## config.mk

```make
export PLATFORM = sky130hd
export DESIGN_NAME = sram_port_arbiter_flat
export DESIGN_NICKNAME = d
export VERILOG_FILES = /design/src/rtl/sram_port_arbiter_pkg.sv /design/src/rtl/sram_port_arbiter_if.sv /design/src/rtl/sram_port_arbiter_streak_ctr.sv /design/src/rtl/sram_port_arbiter.sv /design/src/flat_wrapper.sv
export SDC_FILE = /design/constraint.sdc
export NUM_CORES = 1
export LEC_CHECK = 0
export BUFFER_PORTS_ARGS = -buffer_cell sky130_fd_sc_hd__buf_2
export CAP_MARGIN = 20
export CORE_MARGIN = 8
export CORE_UTILIZATION = 38
export DETAILED_ROUTE_END_ITERATION = 7
export PLACE_DENSITY = 0.79
export SYNTH_ARGS = -nofsm -noshare
export SYNTH_HDL_FRONTEND = slang
export SYNTH_HIERARCHICAL = 1
export SYNTH_SLANG_ARGS = --single-unit
```

## constraint.sdc

```tcl
create_clock -name clk -period 1.8 [get_ports clk]
set_input_delay 0.18 -clock clk [delete_from_list [all_inputs] [get_ports clk]]
set_output_delay 0.18 -clock clk [all_outputs]
set_load 0.02 [all_outputs]
```

## src/rtl/sram_port_arbiter_pkg.sv

```systemverilog
// Shared types and constants for the IF/DM single-port SRAM arbiter.
package mem_arb_pkg;

    typedef enum logic [1:0] {
        OWN_NONE = 2'd0,
        OWN_IF   = 2'd1,
        OWN_DM   = 2'd2
    } owner_e;

    localparam logic [3:0] WEB_NONE = 4'b1111;
    localparam logic [3:0] WEB_BYTE = 4'b1110;
    localparam logic [3:0] WEB_HALF = 4'b1100;
    localparam logic [3:0] WEB_WORD = 4'b0000;

    function automatic logic is_read(input logic [3:0] web);
        return web == WEB_NONE;
    endfunction

endpackage

```

## src/rtl/sram_port_arbiter_if.sv

```systemverilog
// Requester and SRAM-side bus of the arbiter; slave = arbiter, master = core + SRAM macro.
interface sram_port_arbiter_if #(
    parameter int ADDR_W  = 16,
    parameter int SRAM_AW = 14
);
    logic              if_req_i;
    logic [ADDR_W-1:0] if_addr_i;
    logic              if_gnt_o;
    logic              if_rvalid_o;
    logic [31:0]       if_rdata_o;

    logic              dm_req_i;
    logic [ADDR_W-1:0] dm_addr_i;
    logic [3:0]        dm_web_i;
    logic [31:0]       dm_wdata_i;
    logic              dm_gnt_o;
    logic              dm_rvalid_o;
    logic [31:0]       dm_rdata_o;

    logic               sram_cs_o;
    logic               sram_oe_o;
    logic [3:0]         sram_web_o;
    logic [SRAM_AW-1:0] sram_addr_o;
    logic [31:0]        sram_di_o;
    logic [31:0]        sram_do_i;

    logic              stall_o;

    modport slave (
        input  if_req_i, if_addr_i,
        input  dm_req_i, dm_addr_i, dm_web_i, dm_wdata_i,
        input  sram_do_i,
        output if_gnt_o, if_rvalid_o, if_rdata_o,
        output dm_gnt_o, dm_rvalid_o, dm_rdata_o,
        output sram_cs_o, sram_oe_o, sram_web_o, sram_addr_o, sram_di_o,
        output stall_o
    );

    modport master (
        output if_req_i, if_addr_i,
        output dm_req_i, dm_addr_i, dm_web_i, dm_wdata_i,
        output sram_do_i,
        input  if_gnt_o, if_rvalid_o, if_rdata_o,
        input  dm_gnt_o, dm_rvalid_o, dm_rdata_o,
        input  sram_cs_o, sram_oe_o, sram_web_o, sram_addr_o, sram_di_o,
        input  stall_o
    );

endinterface

```

## src/rtl/sram_port_arbiter_streak_ctr.sv

```systemverilog
// Priority decision between IF and DM with a saturating DM-streak counter that
// hands the port to IF once DM has won MAX_DM_STREAK contended cycles in a row.
module arb_streak_ctr #(
    parameter int MAX_DM_STREAK = 4
) (
    input  logic clk,
    input  logic rst,
    input  logic if_req,
    input  logic dm_req,
    output logic if_gnt,
    output logic dm_gnt
);

    localparam int SW = $clog2(MAX_DM_STREAK + 1);
    localparam logic [SW-1:0] STREAK_MAX = SW'(MAX_DM_STREAK);

    logic [SW-1:0] streak_q;

    assign if_gnt = if_req & (~dm_req | (streak_q == STREAK_MAX));
    assign dm_gnt = dm_req & ~if_gnt;

    // NOTE: sequential state uses non-blocking (<=) so every flop samples pre-edge values.
    always_ff @(posedge clk or posedge rst) begin
        if (rst) begin
            streak_q <= '0;
        end else if (dm_gnt && if_req) begin
            if (streak_q != STREAK_MAX) streak_q <= streak_q + 1'b1;
        end else begin
            streak_q <= '0;
        end
    end

endmodule

```

## src/rtl/sram_port_arbiter.sv

```systemverilog
// Shares one single-port synchronous SRAM between instruction fetch and load/store,
// returning read data the cycle after grant and stalling the core while anything is pending.
module sram_port_arbiter
    import mem_arb_pkg::*;
#(
    parameter int ADDR_W        = 16,
    parameter int SRAM_AW       = 14,
    parameter int MAX_DM_STREAK = 4
) (
    input logic          clk,
    input logic          rst,
    sram_port_arbiter_if.slave bus
);

    logic        if_gnt;
    logic        dm_gnt;
    owner_e      owner_q;
    owner_e      owner_d;
    logic [31:0] if_rdata_q;
    logic [31:0] dm_rdata_q;

    // Byte-lane bits never reach the word-addressed SRAM.
    logic unused_addr_bits;
    assign unused_addr_bits = ^{bus.if_addr_i[1:0], bus.dm_addr_i[1:0]};

    arb_streak_ctr #(.MAX_DM_STREAK(MAX_DM_STREAK)) u_streak_ctr (
        .clk    (clk),
        .rst    (rst),
        .if_req (bus.if_req_i),
        .dm_req (bus.dm_req_i),
        .if_gnt (if_gnt),
        .dm_gnt (dm_gnt)
    );

    always_comb begin
        // NOTE: every output gets a default up front so no path leaves one unassigned (no latch).
        bus.sram_cs_o   = 1'b0;
        bus.sram_oe_o   = 1'b0;
        bus.sram_web_o  = WEB_NONE;
        bus.sram_addr_o = '0;
        bus.sram_di_o   = '0;
        owner_d         = OWN_NONE;
        if (if_gnt) begin
            bus.sram_cs_o   = 1'b1;
            bus.sram_oe_o   = 1'b1;
            bus.sram_addr_o = bus.if_addr_i[SRAM_AW+1:2];
            owner_d         = OWN_IF;
        end else if (dm_gnt) begin
            bus.sram_cs_o   = 1'b1;
            bus.sram_oe_o   = is_read(bus.dm_web_i);
            bus.sram_web_o  = bus.dm_web_i;
            bus.sram_addr_o = bus.dm_addr_i[SRAM_AW+1:2];
            bus.sram_di_o   = bus.dm_wdata_i;
            owner_d         = is_read(bus.dm_web_i) ? OWN_DM : OWN_NONE;
        end
    end

    always_ff @(posedge clk or posedge rst) begin
        if (rst) begin
            owner_q    <= OWN_NONE;
            if_rdata_q <= '0;
            dm_rdata_q <= '0;
        end else begin
            owner_q <= owner_d;
            if (owner_q == OWN_IF) if_rdata_q <= bus.sram_do_i;
            if (owner_q == OWN_DM) dm_rdata_q <= bus.sram_do_i;
        end
    end

    // During the return cycle the SRAM output is forwarded directly; afterwards the captured copy holds.
    assign bus.if_rvalid_o = (owner_q == OWN_IF);
    assign bus.dm_rvalid_o = (owner_q == OWN_DM);
    assign bus.if_rdata_o  = bus.if_rvalid_o ? bus.sram_do_i : if_rdata_q;
    assign bus.dm_rdata_o  = bus.dm_rvalid_o ? bus.sram_do_i : dm_rdata_q;

    assign bus.if_gnt_o = if_gnt;
    assign bus.dm_gnt_o = dm_gnt;
    assign bus.stall_o  = (bus.if_req_i & ~if_gnt) | (bus.dm_req_i & ~dm_gnt)
                        | (owner_q != OWN_NONE);

endmodule

```

## src/flat_wrapper.sv

```systemverilog
// flat-port wrapper written by rule: the top's interface ports become plain ports
module sram_port_arbiter_flat import mem_arb_pkg::*;
#(
    parameter int ADDR_W        = 16,
    parameter int SRAM_AW       = 14,
    parameter int MAX_DM_STREAK = 4
)
  (clk, rst, bus_if_req_i, bus_if_addr_i, bus_dm_req_i, bus_dm_addr_i, bus_dm_web_i, bus_dm_wdata_i, bus_sram_do_i, bus_if_gnt_o, bus_if_rvalid_o, bus_if_rdata_o, bus_dm_gnt_o, bus_dm_rvalid_o, bus_dm_rdata_o, bus_sram_cs_o, bus_sram_oe_o, bus_sram_web_o, bus_sram_addr_o, bus_sram_di_o, bus_stall_o);
  sram_port_arbiter_if #(.ADDR_W(ADDR_W), .SRAM_AW(SRAM_AW)) bus_i ();
  input logic clk;
  input logic rst;
  input wire logic [$bits(bus_i.if_req_i)-1:0] bus_if_req_i;
  input wire logic [$bits(bus_i.if_addr_i)-1:0] bus_if_addr_i;
  input wire logic [$bits(bus_i.dm_req_i)-1:0] bus_dm_req_i;
  input wire logic [$bits(bus_i.dm_addr_i)-1:0] bus_dm_addr_i;
  input wire logic [$bits(bus_i.dm_web_i)-1:0] bus_dm_web_i;
  input wire logic [$bits(bus_i.dm_wdata_i)-1:0] bus_dm_wdata_i;
  input wire logic [$bits(bus_i.sram_do_i)-1:0] bus_sram_do_i;
  output wire logic [$bits(bus_i.if_gnt_o)-1:0] bus_if_gnt_o;
  output wire logic [$bits(bus_i.if_rvalid_o)-1:0] bus_if_rvalid_o;
  output wire logic [$bits(bus_i.if_rdata_o)-1:0] bus_if_rdata_o;
  output wire logic [$bits(bus_i.dm_gnt_o)-1:0] bus_dm_gnt_o;
  output wire logic [$bits(bus_i.dm_rvalid_o)-1:0] bus_dm_rvalid_o;
  output wire logic [$bits(bus_i.dm_rdata_o)-1:0] bus_dm_rdata_o;
  output wire logic [$bits(bus_i.sram_cs_o)-1:0] bus_sram_cs_o;
  output wire logic [$bits(bus_i.sram_oe_o)-1:0] bus_sram_oe_o;
  output wire logic [$bits(bus_i.sram_web_o)-1:0] bus_sram_web_o;
  output wire logic [$bits(bus_i.sram_addr_o)-1:0] bus_sram_addr_o;
  output wire logic [$bits(bus_i.sram_di_o)-1:0] bus_sram_di_o;
  output wire logic [$bits(bus_i.stall_o)-1:0] bus_stall_o;
  assign bus_i.if_req_i = bus_if_req_i;
  assign bus_i.if_addr_i = bus_if_addr_i;
  assign bus_i.dm_req_i = bus_dm_req_i;
  assign bus_i.dm_addr_i = bus_dm_addr_i;
  assign bus_i.dm_web_i = bus_dm_web_i;
  assign bus_i.dm_wdata_i = bus_dm_wdata_i;
  assign bus_i.sram_do_i = bus_sram_do_i;
  assign bus_if_gnt_o = bus_i.if_gnt_o;
  assign bus_if_rvalid_o = bus_i.if_rvalid_o;
  assign bus_if_rdata_o = bus_i.if_rdata_o;
  assign bus_dm_gnt_o = bus_i.dm_gnt_o;
  assign bus_dm_rvalid_o = bus_i.dm_rvalid_o;
  assign bus_dm_rdata_o = bus_i.dm_rdata_o;
  assign bus_sram_cs_o = bus_i.sram_cs_o;
  assign bus_sram_oe_o = bus_i.sram_oe_o;
  assign bus_sram_web_o = bus_i.sram_web_o;
  assign bus_sram_addr_o = bus_i.sram_addr_o;
  assign bus_sram_di_o = bus_i.sram_di_o;
  assign bus_stall_o = bus_i.stall_o;
  sram_port_arbiter #(.ADDR_W(ADDR_W), .SRAM_AW(SRAM_AW), .MAX_DM_STREAK(MAX_DM_STREAK)) u_core (.clk(clk), .rst(rst), .bus(bus_i));
endmodule
```

Yosys cells after proc, flatten, opt, wreduce, memory -nomap -nowiden. Index checks and enable logic that the tools add are counted.

Bits in registers: 69. Input bits: 104. Logic and storage cells: 40.

Add/sub/neg operators: 1. Equality and inequality tests: 6. Muxes and demuxes: 17. Bitwise operators: 10. Reduce and logical (&&, ||, !) cells: 2.

Operators by type and width (number): 2-to-1 mux 32 bit (4); 2-to-1 mux 14 bit (2); 2-to-1 mux 4 bit (2); 2-to-1 mux 2 bit (3); 2-to-1 mux 3 bit (2); bitwise AND 1 bit (4); == test 4 bit, second input constant (1); 2-to-1 mux 1 bit (4); adder 3 x 1 -> 3 bit, second input constant (1); == test 3 bit, second input constant (1); inequality test 3 bit, second input constant (1); NOT 1 bit (3); OR 1 bit (3); == test 2 x 1 -> 1 bit, second input constant (1); == test 2 bit, second input constant (1); inequality test 2 x 1 -> 1 bit, second input constant (1); nonzero test 2 bit (1); logical AND 1 bit (1).

Longest topological paths before layout. Gate-level depths: netlist of the first run.

Word-level depth: 9. Gate-level depth with buffers: 8. Depth with buffers taken out: 6.

By module. Netlist of the first run, hierarchy kept.

By module, submodules not included: sram_port_arbiter (instances 1, cells an instance 211, area each 3211.8 um^2); arb_streak_ctr (instances 1, cells an instance 18, area each 176.4 um^2).

Worst setup path after synthesis of the first run. No wires, ideal clock.

Path kind: reg2out. Start point: register u_core.u_streak_ctr.streak_q[0]. End point: output bus_sram_addr_o[8]. Arrival time: 2.304 ns. Slack: -0.684 ns. Stages on the path, launching flop included: 9. Path through: dfrtp_1 inv_1 ha_1 nand2_1 a21boi_0 buf_2 buf_2 nand2_1 o21ai_0.

Longest elaborated chain between the ends: 7.

Ends and longest elaborated chain: start, declared (line sram_port_arbiter_streak_ctr.sv:17) `logic [SW-1:0] streak_q;`; start signal, assigned (line sram_port_arbiter_streak_ctr.sv:27) `if (streak_q != STREAK_MAX) streak_q <= streak_q + 1'b1;`; == test 3 bit (*) (line sram_port_arbiter_streak_ctr.sv:19) `assign if_gnt = if_req & (~dm_req | (streak_q == STREAK_MAX));`; OR 1 bit (*) (line sram_port_arbiter_streak_ctr.sv:19); bitwise AND 1 bit (*) (line sram_port_arbiter_streak_ctr.sv:19); named net bus_if_gnt_o (line flat_wrapper.sv:19) `output wire logic [$bits(bus_i.if_gnt_o)-1:0] bus_if_gnt_o;`; NOT 1 bit (line sram_port_arbiter_streak_ctr.sv:20) `assign dm_gnt = dm_req & ~if_gnt;`; bitwise AND 1 bit (line sram_port_arbiter_streak_ctr.sv:20); 2-to-1 mux 14 bit (line sram_port_arbiter.sv:48) `end else if (dm_gnt) begin`; 2-to-1 mux 14 bit (*) (line sram_port_arbiter.sv:43) `if (if_gnt) begin`; end, declared (line flat_wrapper.sv:28) `output wire logic [$bits(bus_i.sram_addr_o)-1:0] bus_sram_addr_o;`.

Mark *: on every way through the listed nets, which the timed path passes. The rest lies on a longest branch.

Worst setup path after layout of the first run.
Start point: register u_core.u_streak_ctr.streak_q[1]. End point: output bus_sram_di_o[21].

Longest elaborated chain between the ends: 7.

Ends and longest elaborated chain: == test 3 bit (*) (line sram_port_arbiter_streak_ctr.sv:19); OR 1 bit (*) (line sram_port_arbiter_streak_ctr.sv:19); bitwise AND 1 bit (*) (line sram_port_arbiter_streak_ctr.sv:19); NOT 1 bit (line sram_port_arbiter_streak_ctr.sv:20); bitwise AND 1 bit (line sram_port_arbiter_streak_ctr.sv:20); 2-to-1 mux 32 bit (line sram_port_arbiter.sv:48); 2-to-1 mux 32 bit (*) (line sram_port_arbiter.sv:43); end, declared (line flat_wrapper.sv:29) `output wire logic [$bits(bus_i.sram_di_o)-1:0] bus_sram_di_o;`.

Every way passes the cells marked *; elsewhere a longest branch is shown, timed or not.

==> impl_metrics.tcl, run 1 <==
set metrics [dict create \
    cp.arrival_ns 1.86 \
    wl_per_cell_um 20.9 \
    setup_slack_ns -0.239 \
    grt_pass1_vias 3451 \
    die_h_um 110 \
    period_needed_ns 2.04 \
    drc 0 \
    yosysWarningCount 6 \
    synth-seq-cells 69 \
    core.rowCount 34 \
    p_leak_uw 0.00328 \
    async_flop_share_pct 100 \
    drive_gt1_share_pct 76.3 \
    clkTransAtPathRegs_ns 0.08 \
    cap_violations 0 \
    synthTopCellsByArea "dfrtp_1 51%, mux2_4 26%, and2_1 5.9%" \
    gr-total-overflow 0 \
    vias 2937 \
    placedCellCount 552 \
    synthFlopType "dfrtp_1" \
    vias_per_cell 4.74 \
    syn_area_per_cell_um2 14.8 \
    cp_max_fo 32 \
    drt_iter0_drc 54 \
    ant_nets 0 \
    synth_top_family_by_area "multiplexers" \
    ir_drop_mv 0.540 \
    cts_buffers 9 \
    violations "setup timing" \
    hold_path.class "input port to register" \
    setup_viol 118 \
    cts_tree "yes" \
    synthToLayoutAreaGrowth_pct 84.7 \
    powerDensity_nw_per_um2 914 \
    start_util_pct 39.0 \
    final_nets 611 \
    synth-edff-count 0 \
    grt_max_degree 35 \
    antenna_found_initial 2 \
    synthMuxAreaShare_pct 27.7 \
    firstDrtPassIters 4 \
    grt_pass1_wl_um 19700 \
    hpwlAfterDp_um 9110 \
    required_ns 1.62 \
    synth.most_common_cell "dfrtp_1" \
    synth_xor_xnor_area_share_pct 0 \
    cts.sinks 69 \
    clockBufferDepth 2 \
    yosys.area_share.simple_pct 9.79 \
    hold_viol_final 0 \
    synth.top_cell.area_share_pct 51.0 \
    track_usage_pct 20.1 \
    h-tree-depth 3 \
    cp-end-kind "output pin" \
    relSlewSlack_pct 71.9 \
    final_cells 619 \
    fin_worst_skew_ns 0.00891 \
    netlist_instances 229 \
    routed_wl_um 13000 \
    ios 225 \
    timing.hold.ws_ns 0.119 \
    core_area_um2 8680 \
    tightest_slew_ns 0.421 \
    syn_area_um2 3390 \
    synth_top_area_cell "dfrtp_1" \
    placement.io_buffers 220 \
    max_freq_mhz 490 \
    status "finished, violations left" \
    synth.distinct_cells 30 \
    netlist_top_cells_count "69 x dfrtp_1, 58 x mux2_4, 32 x and2_1" \
    ys_seq_area_share_pct 51.0 \
    die_w_um 110 \
    rsz0062_at_grt "yes" \
    dieArea_um2 12200 \
    crit_type "register to output pin" \
    drv_slew 0 \
    fin_area_um2 6260 \
    synth_fa_ha_area_share_pct 0.739 \
    finalCritPeriodShare_pct 113 \
    worst_setup_path_start_kind "register" \
    placed_cell_area_um2 4700 \
    cts_root_buf "clkbuf_8" \
    clk_latency_ns 0.33 \
    gp_congestion 0.866 \
    mappedNetlistNets 335 \
    synth-compound-area-share_pct 4.62 \
]
## final timing paths
path,cells after the start,from,slack [ns],endpoint
max in group asynchronous,4,rst,0.94,u_core/if_rdata_q[3]
worst max-delay path,7,u_core/u_streak_ctr/streak_q[1],-0.24,bus_sram_di_o[21]
worst max register to register,7,u_core/owner_q[0],0.21,u_core/if_rdata_q[3]
min in group asynchronous,3,rst,0.32,u_core/u_streak_ctr/streak_q[2]
worst min register to register,1,u_core/if_rdata_q[24],0.50,u_core/if_rdata_q[24]
worst min-delay path,2,bus_sram_do_i[16],0.12,u_core/if_rdata_q[16]
## state kept, by name (all words and copies together), names as in the netlist
signal / count
u_core/dm_rdata_q: 32
u_core/if_rdata_q: 32
u_core/owner_q: 2
u_core/u_streak_ctr/streak_q: 3
## power by group
group,total [µW],internal (µW),switching (µW)
Combinational,2550,1420,1130
Sequential,1920,1830,92.5
Clock,1250,681,568
## cells by family (layout without fill, tap and decap cells)
logic type	count (synthesis)	after routing
DFF	69	69
muxes	64	64
and+or+nand+nor	53	53
buffers and inverters	22	303
AOI/OAI and AO/OA	19	19
adders and majority gates	2	2
other	0	1
## cells in the final DEF (no fill, tap or decap), drive strengths merged
cell,instances
or3b,1
dfrtp,69
inv,7
o21bai,1
nor3,1
o21ai,2
a21boi,1
and4,1
a2111o,1
nand2b,6
clkinv,1
nand2,6
ha,2
diode,1
nand4,1
clkbuf,13
a21oi,1
nor3b,1
bufinv,1
dlygate4sd3,1
a31oi,1
a22o,12
or2,1
mux2,64
clkinvlp,3
and2,32
nor2b,3
buf,277
## metal layers
metal | track usage, % | share of wire (%) | vias to the layer above
met3 | 7.41 | 7.1 | 20
met5 | 0 | 0.077 | -
met2 | 36.7 | 55 | 141
met4 | 7.21 | 3.1 | 2
met1 | 20.4 | 35 | 1436
li1 | - | - | 1338
## final cells by class
| cell class | count | area [µm²] |
|---|---|---|
| antenna | 1 | 2.50 |
| clock inverter | 5 | 58.8 |
| multi-input combinational | 138 | 1650 |
| clock buffer | 11 | 141 |
| fill | 554 | 2420 |
| tap | 108 | 135 |
| timing repair buffer | 280 | 2510 |
| inverter | 7 | 30.0 |
| sequential | 69 | 1730 |
## timing repair
item	in CTS	in global routing
pin swaps	3	4
hold endpoints to repair	69	0
setup buffers	32	12
gates resized for setup	233	41
endpoints found under the setup margin	118	118
cloned	7	2
hold buffers	1	0
## critical path: stages, from the launching register on
cell	delay, ns
dfrtp_1	0.38
inv_2	0.06
ha_4	0.18
a31oi_4	0.19
nor2b_4	0.22
buf_12	0.19
and2_1	0.18
buf_6	0.13
## per-stage QoR
stage	TNS, ns	utilization (%)	power, µW	worst slack (ns)
3_5_place_dp	0	54.2	3690	0.00477
4_1_cts	-17.02	70.0	5650	-0.238
5_1_grt	-25.87	72.1	6010	-0.340
2_1_floorplan	0	-	3080	0.00291
6_report	-14.09	72.1	5720	-0.239
3_3_place_gp	0	54.2	3630	0.0492
No activity file was read; power rests on OpenSTA's default activity.
==> run 2, diff against run 1 <==
--- a/config.mk
+++ b/config.mk
@@ -7,10 +7,12 @@
 export LEC_CHECK = 0
 export BUFFER_PORTS_ARGS = -buffer_cell sky130_fd_sc_hd__buf_2
 export CAP_MARGIN = 20
+export CORE_ASPECT_RATIO = 1.4
 export CORE_MARGIN = 8
 export CORE_UTILIZATION = 38
 export DETAILED_ROUTE_END_ITERATION = 7
 export PLACE_DENSITY = 0.79
+export RECOVER_POWER = 50
 export SYNTH_ARGS = -nofsm -noshare
 export SYNTH_HDL_FRONTEND = slang
 export SYNTH_HIERARCHICAL = 1
==> impl_metrics.tcl, run 2 (same netlist as run 1, synthesis figures left out) <==
set metrics [dict create \
    status "finished, violations left" \
    violations "setup timing" \
    finalCritPeriodShare_pct 114 \
    cp-end-kind "output pin" \
    final_nets 623 \
    required_ns 1.62 \
    cap_violations 0 \
    dieArea_um2 12200 \
    cts.sinks 69 \
    gp_congestion 0.911 \
    grt_pass1_wl_um 18800 \
    hold_viol_final 0 \
    routed_wl_um 13400 \
    track_usage_pct 20.9 \
    synthToLayoutAreaGrowth_pct 96.1 \
    rsz0062_at_grt "yes" \
    max_freq_mhz 488 \
    p_leak_uw 0.00347 \
    gr-total-overflow 0 \
    fin_area_um2 6650 \
    final_cell_mix "121 x buf_6, 101 x buf_2, 68 x dfrtp_1" \
    drive_gt1_share_pct 78.9 \
    reg.largest.list "u_core/dm_rdata_q (32), u_core/if_rdata_q (32), u_core/u_streak_ctr/streak_q (3)" \
    setup_slack_ns -0.251 \
    die_w_um 95.8 \
    final_util_pct 75.3 \
    die_h_um 128 \
    period_needed_ns 2.05 \
    clockBufferDepth 2 \
    grt_max_degree 35 \
    drt_iter0_drc 93 \
    tightest_slew_ns 0.855 \
    cts_buffers 9 \
    cts_tree "yes" \
    clk_latency_ns 0.33 \
    cp_max_fo 20 \
    relSlewSlack_pct 43.0 \
    ios 225 \
    cp.arrival_ns 1.87 \
    mostFrequentLayoutCell "buf_6" \
    ir_drop_mv 0.702 \
    placedCellCount 552 \
    placed_cell_area_um2 4720 \
    vias_per_cell 4.78 \
    fillCellCount 514 \
    grt_pass1_vias 3469 \
    crit_type "register to output pin" \
    wl_per_cell_um 21.3 \
    core_area_um2 8820 \
    drv_slew 0 \
    powerDensity_nw_per_um2 987 \
    core.rowCount 41 \
    final_cells 628 \
    hold_path.class "input port to register" \
    vias 2999 \
    diodes 0 \
    worst_setup_path_start_kind "register" \
    ant_nets 0 \
    firstDrtPassIters 4 \
    r2r_slack_ns 0.14 \
    fin_worst_skew_ns 0.00720 \
    hpwlAfterDp_um 8760 \
    h-tree-depth 3 \
    setup_viol 115 \
    timing.hold.ws_ns 0.117 \
    clkTransAtPathRegs_ns 0.06 \
    placement.io_buffers 220 \
    drc 0 \
    antenna_found_initial 0 \
    tns_ns -16.87 \
    cts_root_buf "clkbuf_16" \
    start_util_pct 38.4 \
]
[run 2: changes by cell type in the layout (fill, tap and decap cells not counted), moves of 2 or more]
cell	delta
buf_12	+5
and2_1	-8
a22o_4	+2
buf_16	+5
clkbuf_2	+2
buf_2	-4
and2_4	+9
clkbuf_16	+7
bufinv_16	+2
buf_4	+5
clkbuf_8	-10
a22o_1	-2
[run 2: final timing paths]
path,from,end,depth (start not counted)
min reg2reg,u_core/if_rdata_q[20],u_core/if_rdata_q[20],1
min,bus_sram_do_i[6],u_core/dm_rdata_q[6],2
max in group asynchronous,rst,u_core/owner_q[1],4
min in group asynchronous,rst,u_core/u_streak_ctr/streak_q[2],3
max reg2reg,u_core/owner_q[1],u_core/if_rdata_q[10],7
max,u_core/u_streak_ctr/streak_q[0],bus_sram_di_o[19],7
[run 2: power by group]
group | total [µW] | switching [µW] | leakage [µW] | internal (µW)
Sequential | 1940 | 100 | 0.000814 | 1840
Clock | 1990 | 644 | 0.000162 | 1350
Combinational | 2630 | 1160 | 0.00250 | 1480
[run 2: layout make-up]
type,count,area (µm²),area share (%)
repair buffers,292,2730,41.0
flip-flops and latches,69,1730,26.0
multi-input cells,138,1690,25.5
clock buffers,9,225,3.39
well taps,107,134,2.01
clock inverters,6,111,1.68
inverters,7,30.0,0.452
[run 2: repair_timing]
action                                  in CTS  in global routing
buffers inserted                            29                 22
endpoints found under the hold margin       49                  0
endpoints found under the setup margin     118                118
gates resized for setup                    235                 53
pin swaps                                    4                  5
cloned                                      12                  0
hold buffers                                 1                  0
[run 2: worst max-delay path, cell delays in order (launching register included)]
cell and delay, ns:
dfrtp_1 0.36, inv_2 0.06, ha_4 0.18, a31oi_4 0.18, nor2b_4 0.27, buf_8 0.17
and2_1 0.18, buf_6 0.14
[run 2: stage by stage]
| stage | total power (µW) | setup WS [ns] |
|---|---|---|
| after floorplan | 3080 | 0.00291 |
| after global placement | 3640 | 0.0615 |
| after detailed placement | 3690 | 0.0344 |
| after CTS | 6420 | -0.280 |
| after global routing | 6800 | -0.327 |
| final | 6560 | -0.251 |
[run 2: per-layer routing]
layer	wire, µm	global-route usage [%]	vias to the layer above
li1	-	-	1365
met1	4530	20.6	1457
met2	7440	37.8	157
met3	1100	7.09	20
met4	312	8.99	0
met5	0	0	-
==> run 3, diff against run 2 <==
--- a/config.mk
+++ b/config.mk
@@ -13,6 +13,7 @@
 export DETAILED_ROUTE_END_ITERATION = 7
 export PLACE_DENSITY = 0.79
 export RECOVER_POWER = 50
+export SKIP_LAST_GASP = 1
 export SYNTH_ARGS = -nofsm -noshare
 export SYNTH_HDL_FRONTEND = slang
 export SYNTH_HIERARCHICAL = 1
==> impl_metrics.tcl, run 3 (same netlist as run 1, synthesis figures left out) <==
set metrics [dict create \
    tightest_slew_ns 0.877 \
    vias 2994 \
    grt_pass1_wl_um 18800 \
    violations "setup timing" \
    final_nets 625 \
    die_w_um 95.8 \
    hold_path.class "input port to register" \
    clk_latency_ns 0.33 \
    dieArea_um2 12200 \
    reg2reg_to "u_core/if_rdata_q[17]" \
    mostFrequentLayoutCell "buf_2" \
    cp_max_fo 14 \
    reg.largest.list "u_core/dm_rdata_q (32), u_core/if_rdata_q (32), u_core/u_streak_ctr/streak_q (3)" \
    grt_pass1_vias 3492 \
    synthToLayoutAreaGrowth_pct 91.1 \
    ios 225 \
    cp.arrival_ns 1.88 \
    ir_drop_mv 0.710 \
    rr_worst_depth 7 \
    fin_worst_skew_ns 0.00808 \
    status "finished, violations left" \
    relSlewSlack_pct 41.5 \
    placement.io_buffers 220 \
    cts_tree "yes" \
    hold_viol_final 0 \
    crit_start "u_core/u_streak_ctr/streak_q[0]" \
    clockBufferDepth 2 \
    routed_wl_um 13100 \
    multiInputGateArea_um2 1660 \
    setup_slack_ns -0.256 \
    r2r_slack_ns 0.12 \
    regArea_um2 1730 \
    vias_per_cell 4.75 \
    firstDrtPassIters 4 \
    rsz0062_at_grt "yes" \
    die_h_um 128 \
    core.rowCount 41 \
    worst_setup_path_start_kind "register" \
    clkTransAtPathRegs_ns 0.06 \
    max_freq_mhz 486 \
    core_area_um2 8820 \
    endpoint "bus_sram_addr_o[2]" \
    start_util_pct 38.4 \
    setup_viol 115 \
    placedCellCount 552 \
    powerDensity_nw_per_um2 1010 \
    cts.sinks 69 \
    ant_nets 0 \
    p_leak_uw 0.00343 \
    cp-end-kind "output pin" \
    cts_buffers 9 \
    final_cell_mix "124 x buf_2, 92 x buf_6, 68 x dfrtp_1" \
    drt_iter0_drc 75 \
    timing.rr.start "u_core/owner_q[1]" \
    period_needed_ns 2.06 \
    antenna_found_initial 0 \
    finalCritPeriodShare_pct 114 \
    cts_root_buf "clkbuf_16" \
    final_util_pct 73.4 \
    tns_ns -17.82 \
    required_ns 1.62 \
    wl_per_cell_um 20.9 \
    fillCellCount 554 \
    h-tree-depth 3 \
    gp_congestion 0.911 \
    final_cells 630 \
    track_usage_pct 20.8 \
    drive_gt1_share_pct 77.1 \
    gr-total-overflow 0 \
    drv_slew 0 \
    grt_max_degree 35 \
    power_uw 6520 \
    crit_type "register to output pin" \
    hpwlAfterDp_um 8760 \
    cap_violations 0 \
    diodes 0 \
    drc 0 \
]
==> run 3: cell count changes in the layout (fill, tap and decap cells not counted), sizes merged <==
cell | previous run | this run
buf | 288 | 290
==> run 3: timing repair <==
action                                  4_1_cts  5_1_grt
buffers inserted                             29       23
hold buffers                                  1        0
cloned                                       12        0
hold endpoints to repair                     49        0
endpoints found under the setup margin      118      118
pin swaps                                     4        4
gates resized for setup                     212       12
==> run 3: power breakdown <==
group | switching, µW | internal [µW]
registers | 100 | 1840
logic | 1150 | 1440
clock network | 650 | 1350
==> run 3: stage by stage <==
step / hold WS, ns / worst slack, ns / area, µm²
2_1_floorplan: -0.0664 / 0.00291 / 3510
3_3_place_gp: 0.0755 / 0.0615 / 4720
3_5_place_dp: 0.0840 / 0.0344 / 4720
4_1_cts: 0.0949 / -0.280 / 6310
5_1_grt: 0.109 / -0.326 / 6470
6_report: 0.114 / -0.256 / 6470
==> run 3: metal layers <==
layer  up-vias  share of wire (%)  wire [µm]  track usage (%)
met5         -                  0          0                0
met1      1444                 35       4560             20.5
li1       1367                  -          -                -
met3        26                8.1       1060             7.03
met2       157                 54       7140             37.6
met4         0                2.8        371             9.63
==> run 3: final cells by class <==
class                   count  area share (%)
repair buffers            294            39.9
well taps                 107            2.07
clock buffers               9            3.48
clock inverters             6            1.72
inverters                   7           0.464
flip-flops and latches     69            26.7
multi-input cells         138            25.7
==> run 3: worst max-delay path: stages (launching register included) <==
cell,delay (ns)
dfrtp_1,0.39
inv_2,0.08
ha_4,0.17
nand2_4,0.07
a21boi_4,0.20
nor2b_4,0.09
buf_12,0.16
a22o_4,0.23
buf_4,0.16
==> run 3: how the worst min path moves through the flow <==
| stage | startpoint | slack (ns) | cells after the start | end |
|---|---|---|---|---|
| global placement | rst | 0.08 | 2 | u_core/u_streak_ctr/streak_q[2] |
| global route | bus_sram_do_i[6] | 0.11 | 2 | u_core/dm_rdata_q[6] |
| finish | bus_sram_do_i[6] | 0.11 | 2 | u_core/dm_rdata_q[6] |
| floorplan | rst | -0.07 | 1 | u_core/u_streak_ctr/streak_q[0] |
| CTS | bus_sram_do_i[6] | 0.09 | 2 | u_core/dm_rdata_q[6] |
| detailed placement | rst | 0.08 | 2 | u_core/u_streak_ctr/streak_q[1] |
